### src/rtl/sha256_msg_pad.sv
// Streaming SHA-256 message padder: 32-bit message words in, 512-bit blocks out as 16 big-endian words.
// Optional build macro SHA256_PAD_BSWAP_EN: treat in_data as little-endian and byte-swap each word.
module sha256_msg_pad #(
   parameter int LEN_W     = 64,
   parameter int BLK_CNT_W = 16
) (
   input  logic                 clk,
   input  logic                 rst,
   input  logic                 in_vld,
   output logic                 in_rdy,
   input  logic [31:0]          in_data,
   input  logic                 in_last,
   input  logic [2:0]           in_nbytes,
   output logic                 out_vld,
   input  logic                 out_rdy,
   output logic [31:0]          out_data,
   output logic                 out_blk_first,
   output logic                 out_blk_last,
   output logic                 out_msg_last,
   output logic [BLK_CNT_W-1:0] blk_cnt,
   output logic                 len_ovf
);

   typedef enum logic [2:0] {
      ST_DATA   = 3'd0,
      ST_PAD80  = 3'd1,
      ST_ZERO   = 3'd2,
      ST_LEN_HI = 3'd3,
      ST_LEN_LO = 3'd4
   } state_t;

   state_t               state_r, nxt_state_s, pad_next_s;
   logic [3:0]           idx_r, idx_inc_s;
   logic [LEN_W-1:0]     len_r;
   logic [LEN_W:0]       len_sum_s;
   logic [63:0]          len64_s;
   logic [31:0]          word_in_s, word_s;
   logic [2:0]           nbytes_s;
   logic                 adv_s, emit_s, load_s, take_s, consume_last_s;
   logic [BLK_CNT_W-1:0] blk_base_s, blk_nxt_s;

   // Keep bytes below n, put the 0x80 marker in byte n, zero the rest; n=4 passes the word through.
   function automatic logic [31:0] pad_word(input logic [31:0] w, input logic [2:0] n);
      case (n)
         3'd0:    pad_word = 32'h8000_0000;
         3'd1:    pad_word = {w[31:24], 24'h80_0000};
         3'd2:    pad_word = {w[31:16], 16'h8000};
         3'd3:    pad_word = {w[31:8], 8'h80};
         default: pad_word = w;
      endcase
   endfunction

`ifdef SHA256_PAD_BSWAP_EN
   assign word_in_s = {in_data[7:0], in_data[15:8], in_data[23:16], in_data[31:24]};
`else
   assign word_in_s = in_data;
`endif

   assign adv_s          = !out_vld | out_rdy;
   assign in_rdy         = (state_r == ST_DATA) & adv_s;
   assign take_s         = in_vld & in_rdy;
   assign load_s         = adv_s & emit_s;
   assign idx_inc_s      = idx_r + 4'd1;
   assign nbytes_s       = (!in_last || (in_nbytes > 3'd4)) ? 3'd4 : in_nbytes;
   assign len_sum_s      = {1'b0, len_r} + (LEN_W+1)'({nbytes_s, 3'b000});
   assign len64_s        = 64'(len_r);
   assign consume_last_s = out_vld & out_rdy & out_msg_last;
   assign pad_next_s     = (idx_inc_s == 4'd14) ? ST_LEN_HI : ST_ZERO;

   // Next output word and state for whatever the current state would emit.
   always_comb begin
      word_s      = 32'h0000_0000;
      nxt_state_s = state_r;
      emit_s      = 1'b0;
      case (state_r)
         ST_DATA: begin
            emit_s = in_vld;
            word_s = pad_word(word_in_s, nbytes_s);
            if (!in_last) begin
               nxt_state_s = ST_DATA;
            end else if (nbytes_s == 3'd4) begin
               nxt_state_s = ST_PAD80;
            end else begin
               nxt_state_s = pad_next_s;
            end
         end
         ST_PAD80: begin
            emit_s      = 1'b1;
            word_s      = 32'h8000_0000;
            nxt_state_s = pad_next_s;
         end
         ST_ZERO: begin
            emit_s      = 1'b1;
            word_s      = 32'h0000_0000;
            nxt_state_s = pad_next_s;
         end
         ST_LEN_HI: begin
            emit_s      = 1'b1;
            word_s      = len64_s[63:32];
            nxt_state_s = ST_LEN_LO;
         end
         ST_LEN_LO: begin
            emit_s      = 1'b1;
            word_s      = len64_s[31:0];
            nxt_state_s = ST_DATA;
         end
         default: begin
            emit_s      = 1'b0;
            nxt_state_s = ST_DATA;
         end
      endcase
   end

   // Block counter stays visible alongside the final word and clears once that word is taken.
   always_comb begin
      blk_base_s = consume_last_s ? {BLK_CNT_W{1'b0}} : blk_cnt;
      if (load_s && (idx_r == 4'd15) && (blk_base_s != {BLK_CNT_W{1'b1}})) begin
         blk_nxt_s = blk_base_s + {{(BLK_CNT_W-1){1'b0}}, 1'b1};
      end else begin
         blk_nxt_s = blk_base_s;
      end
   end

   // State, length accumulator and output register.
   always_ff @(posedge clk or posedge rst) begin
      if (rst) begin
         state_r       <= ST_DATA;
         idx_r         <= 4'd0;
         len_r         <= {LEN_W{1'b0}};
         blk_cnt       <= {BLK_CNT_W{1'b0}};
         len_ovf       <= 1'b0;
         out_vld       <= 1'b0;
         out_data      <= 32'h0000_0000;
         out_blk_first <= 1'b0;
         out_blk_last  <= 1'b0;
         out_msg_last  <= 1'b0;
      end else begin
         blk_cnt <= blk_nxt_s;
         if (take_s) begin
            if (len_sum_s[LEN_W]) begin
               len_r   <= {LEN_W{1'b1}};
               len_ovf <= 1'b1;
            end else begin
               len_r <= len_sum_s[LEN_W-1:0];
            end
         end else if (load_s && (state_r == ST_LEN_LO)) begin
            len_r <= {LEN_W{1'b0}};
         end
         if (adv_s) begin
            out_vld <= emit_s;
            if (emit_s) begin
               out_data      <= word_s;
               out_blk_first <= (idx_r == 4'd0);
               out_blk_last  <= (idx_r == 4'd15);
               out_msg_last  <= (state_r == ST_LEN_LO);
               idx_r         <= idx_inc_s;
               state_r       <= nxt_state_s;
            end
         end
      end
   end

endmodule
### config.mk
export PLATFORM = sky130hd
export DESIGN_NAME = sha256_msg_pad
export DESIGN_NICKNAME = d
export VERILOG_FILES = /design/src/rtl/sha256_msg_pad.sv
export SDC_FILE = /design/constraint.sdc
export NUM_CORES = 1
export LEC_CHECK = 0
export ABC_AREA = 1
export CAP_MARGIN = 20
export CORE_MARGIN = 3
export CORE_UTILIZATION = 35
export CTS_BUF_LIST = sky130_fd_sc_hd__clkbuf_4 sky130_fd_sc_hd__clkbuf_8 sky130_fd_sc_hd__clkbuf_16
export CTS_CLUSTER_SIZE = 10
export DETAILED_ROUTE_END_ITERATION = 10
export GPL_ROUTABILITY_DRIVEN = 0
export PLACE_DENSITY = 0.54
export SETUP_SLACK_MARGIN = 0.5
export SLEW_MARGIN = 30
export SYNTH_ARGS = -nofsm -noshare
export SYNTH_HDL_FRONTEND = slang
export SYNTH_SLANG_ARGS = --single-unit
### constraint.sdc
create_clock -name clk -period 5.01 [get_ports clk]
set_input_delay 1.2525 -clock clk [delete_from_list [all_inputs] [get_ports clk]]
set_output_delay 1.2525 -clock clk [all_outputs]
set_load 0.005 [all_outputs]
==> results.md <==
* Status: complete, no violations
* Core Footprint at 22300 sq um
* CP startpoint: out_rdy
* Crit. End Element: output port
* Die width at about 160 microns
* Final min period at 3830 ps
* Peak supply drop at 221 uV
* Gr usage total at 23.6%
* Netlist cell types at 40
* Grt ovf at 0
* Worst-Skew Late Latency at around 430 ps
* Syn-to-layout area delta at 22.5%
* Yosys Warn Count at 0
* Clk_skew at 13.5 ps
* CTS tree: built
* Iteration-0 DRC count of the detailed router at approximately 770
* Hold Slack at 468 ps
* Mean post-synth cell area at 6.71 sq um
* Worst setup path class: in -> out
* Required time of the critical path at 3760 ps
* TNS Setup at 0 ps
* Cells after synthesis at roughly 1200
* Final Slew Violations at 0
* CTS Hold Bufs at 0
* Reg2reg start: state_r[1]
* Final HPWL from detailed placement at 21900 microns
* I/O Pins at 94
* Min-delay src: len_ovf
* Most frequent cells in the layout: nand2_1 (421), inv_1 (136), nor2_1 (132), dfrtp_1 (122), nand3_1 (106)
* Final Setup Violations at 0
* Fill count at 2346
* Fmax achieved at between 0.2 and 0.3 GHz
* Register area share after synthesis at 37.7%
* Worst hold stages at 2
* Layout cells sized above 1 at 6.50%
* Post-DRT Antenna Nets at 0
* Pwr Total at 4.14 mW
* Die height at 158 microns
* Worst-Margin Slew at 912 ps
* H-tree Lvls at 4
* Crit. path cell count at 4
* Pleak at 4.49 nW
* Arr. time, crit path at 2580 ps
* Total Wirelength at 29100 microns
* DP Worst Slack at 987 ps
* PD cells at 418 nW/um^2
* Initial antenna violation count at 0
* Die area at 25000 sq um
* Max-cap violations at 0
* Sink Count at 122
* First-pass GRT wire length at 44800 microns
* Post-Place Cells at 1556
* Vias in the first global route at around 7800
* Root Driver: clkbuf_16
* Startpoint class of the critical path: input pin
* Layout Utilization at 44.5%
* DP Area at 9300 sq um
* Reg clk slew, reported paths at 70 ps
* Commonest non-fill, non-tap cell in the layout: nand2_1
* Worst path bufs/invs at 2
* Final instance area at approximately 10000 sq um
* CP Max Fanout at 3
* Port Buffers at 93
* CP Cell Sequence: clkdlybuf4s50_1, nor2_1, nor2_2, clkdlybuf4s50_1
* Largest net degree at the start of global routing at 67
* Unrepaired setup endpoints after global routing: no
* Antenna cells at 0
* CTS max path bufs at 2
* Final setup margin at between 1000 and 1500 ps
* WL per Instance at 18.3 microns
* Period utilisation layout at between 70 and 80%
* Reg-to-reg endpoint: len64_s[11]
* First-pass DRT Iterations at 7
* Worst hold path class: reg -> reg
* Total CTS buffers at 17
* Final Hold Viols at 0
* Slowest CP cell: clkdlybuf4s50_1
* CP top delay family: buffers and inverters
* CP peak stage delay at 460 ps
* Via total after detailed routing at 8348
* Post-CTS resize count at 0
* Reg2Reg Setup Slack at 1900 ps
* FF+latch count, synth at 122
* Final cell count without fillers at 1588
* Worst Hold End: len_ovf
* R2R depth at 11
* Post-synth net total at 1252
* Synthesized area at 8090 sq um
* Num rows at between 50 and 60
* Fin nets at 1341
* Crit path top cell by count: clkdlybuf4s50_1
* Vias per Instance at 5.26
* Setup bufs post-CTS at 0
* Slew margin rel. at 38.9%
* DRC at 0
* Initial Util at 36.3%
cells in the mapped netlist (all sizes together):
master / instances / area share, %
and2: 2 / 0.15
a32oi: 1 / 0.11
dfrtp: 122 / 38
o21bai: 1 / 0.093
a21o: 1 / 0.093
o221ai: 13 / 1.4
clkbuf: 13 / 0.60
inv: 143 / 6.6
a21oi: 17 / 1.1
ha: 6 / 0.93
nand3: 121 / 8.4
o211ai: 20 / 1.9
a22oi: 1 / 0.093
nor2: 143 / 7.1
nor3b: 3 / 0.34
xnor2: 6 / 0.65
xor2: 20 / 2.2
a221oi: 5 / 0.54
nand2: 426 / 20
nand4: 33 / 2.6
buf: 19 / 1.5
o31ai: 2 / 0.19
nor4: 1 / 0.077
clkinv: 2 / 0.093
o22ai: 7 / 0.54
nor3: 21 / 1.6
o21ai: 57 / 3.5
flip-flops by register name, summed over array words and instances (netlist names):
signal,cells
out_data,32
out_msg_last,1
blk_cnt,16
idx_r,4
state_r,3
out_blk_last,1
len_ovf,1
out_vld,1
out_blk_first,1
len64_s,62
worst min-delay path, stage by stage, from the launching register on:
cell,delay (ps)
dfrtp_1,350
inv_1,40
nand2_1,50
layer usage:
| metal | vias up | track usage (%) | wire [microns] |
|---|---|---|---|
| met3 | 52 | 4.98 | 2030 |
| met5 | - | 0 | 0 |
| li1 | 4082 | - | - |
| met1 | 3913 | 33.9 | 13700 |
| met2 | 301 | 34.7 | 12200 |
| met4 | 0 | 9.34 | 1120 |
final cells by class:
class                           instances  area [sq um]  share of cell area, %
Inverter                              145           547                   5.52
Timing Repair Buffer                  102          1010                   10.2
Clock buffer                           18           433                   4.37
Sequential cell                       122          3050                   30.8
Multi-Input combinational cell        907          4340                   43.7
Tap cell                              280           350                   3.53
Clock inverter                         14           184                   1.86
cells by family after synthesis:
kind of cell	Yosys count	share of synthesized area [%]
flip-flops	122	37.7
AND/OR/NAND/NOR	750	40.2
XOR/XNOR	26	2.81
AO/OA/AOI/OAI	125	9.56
adder cells (fa/ha/maj)	6	0.928
buffers and inverters	177	8.78
worst max path at each step:
stage            endpoint  slack (ps)
3_5_place_dp   len64_s[7]         990
3_3_place_gp   len64_s[4]        1050
4_1_cts            in_rdy        1170
2_1_floorplan  blk_cnt[0]         510
5_1_grt            in_rdy        1080
6_report           in_rdy        1180
power breakdown:
part,switching [mW],internal (mW)
Combinational,0.894,0.515
Clock,0.528,0.801
Sequential,0.205,1.20
Total,1.63,2.52
Power figures use the tool's default switching activity.
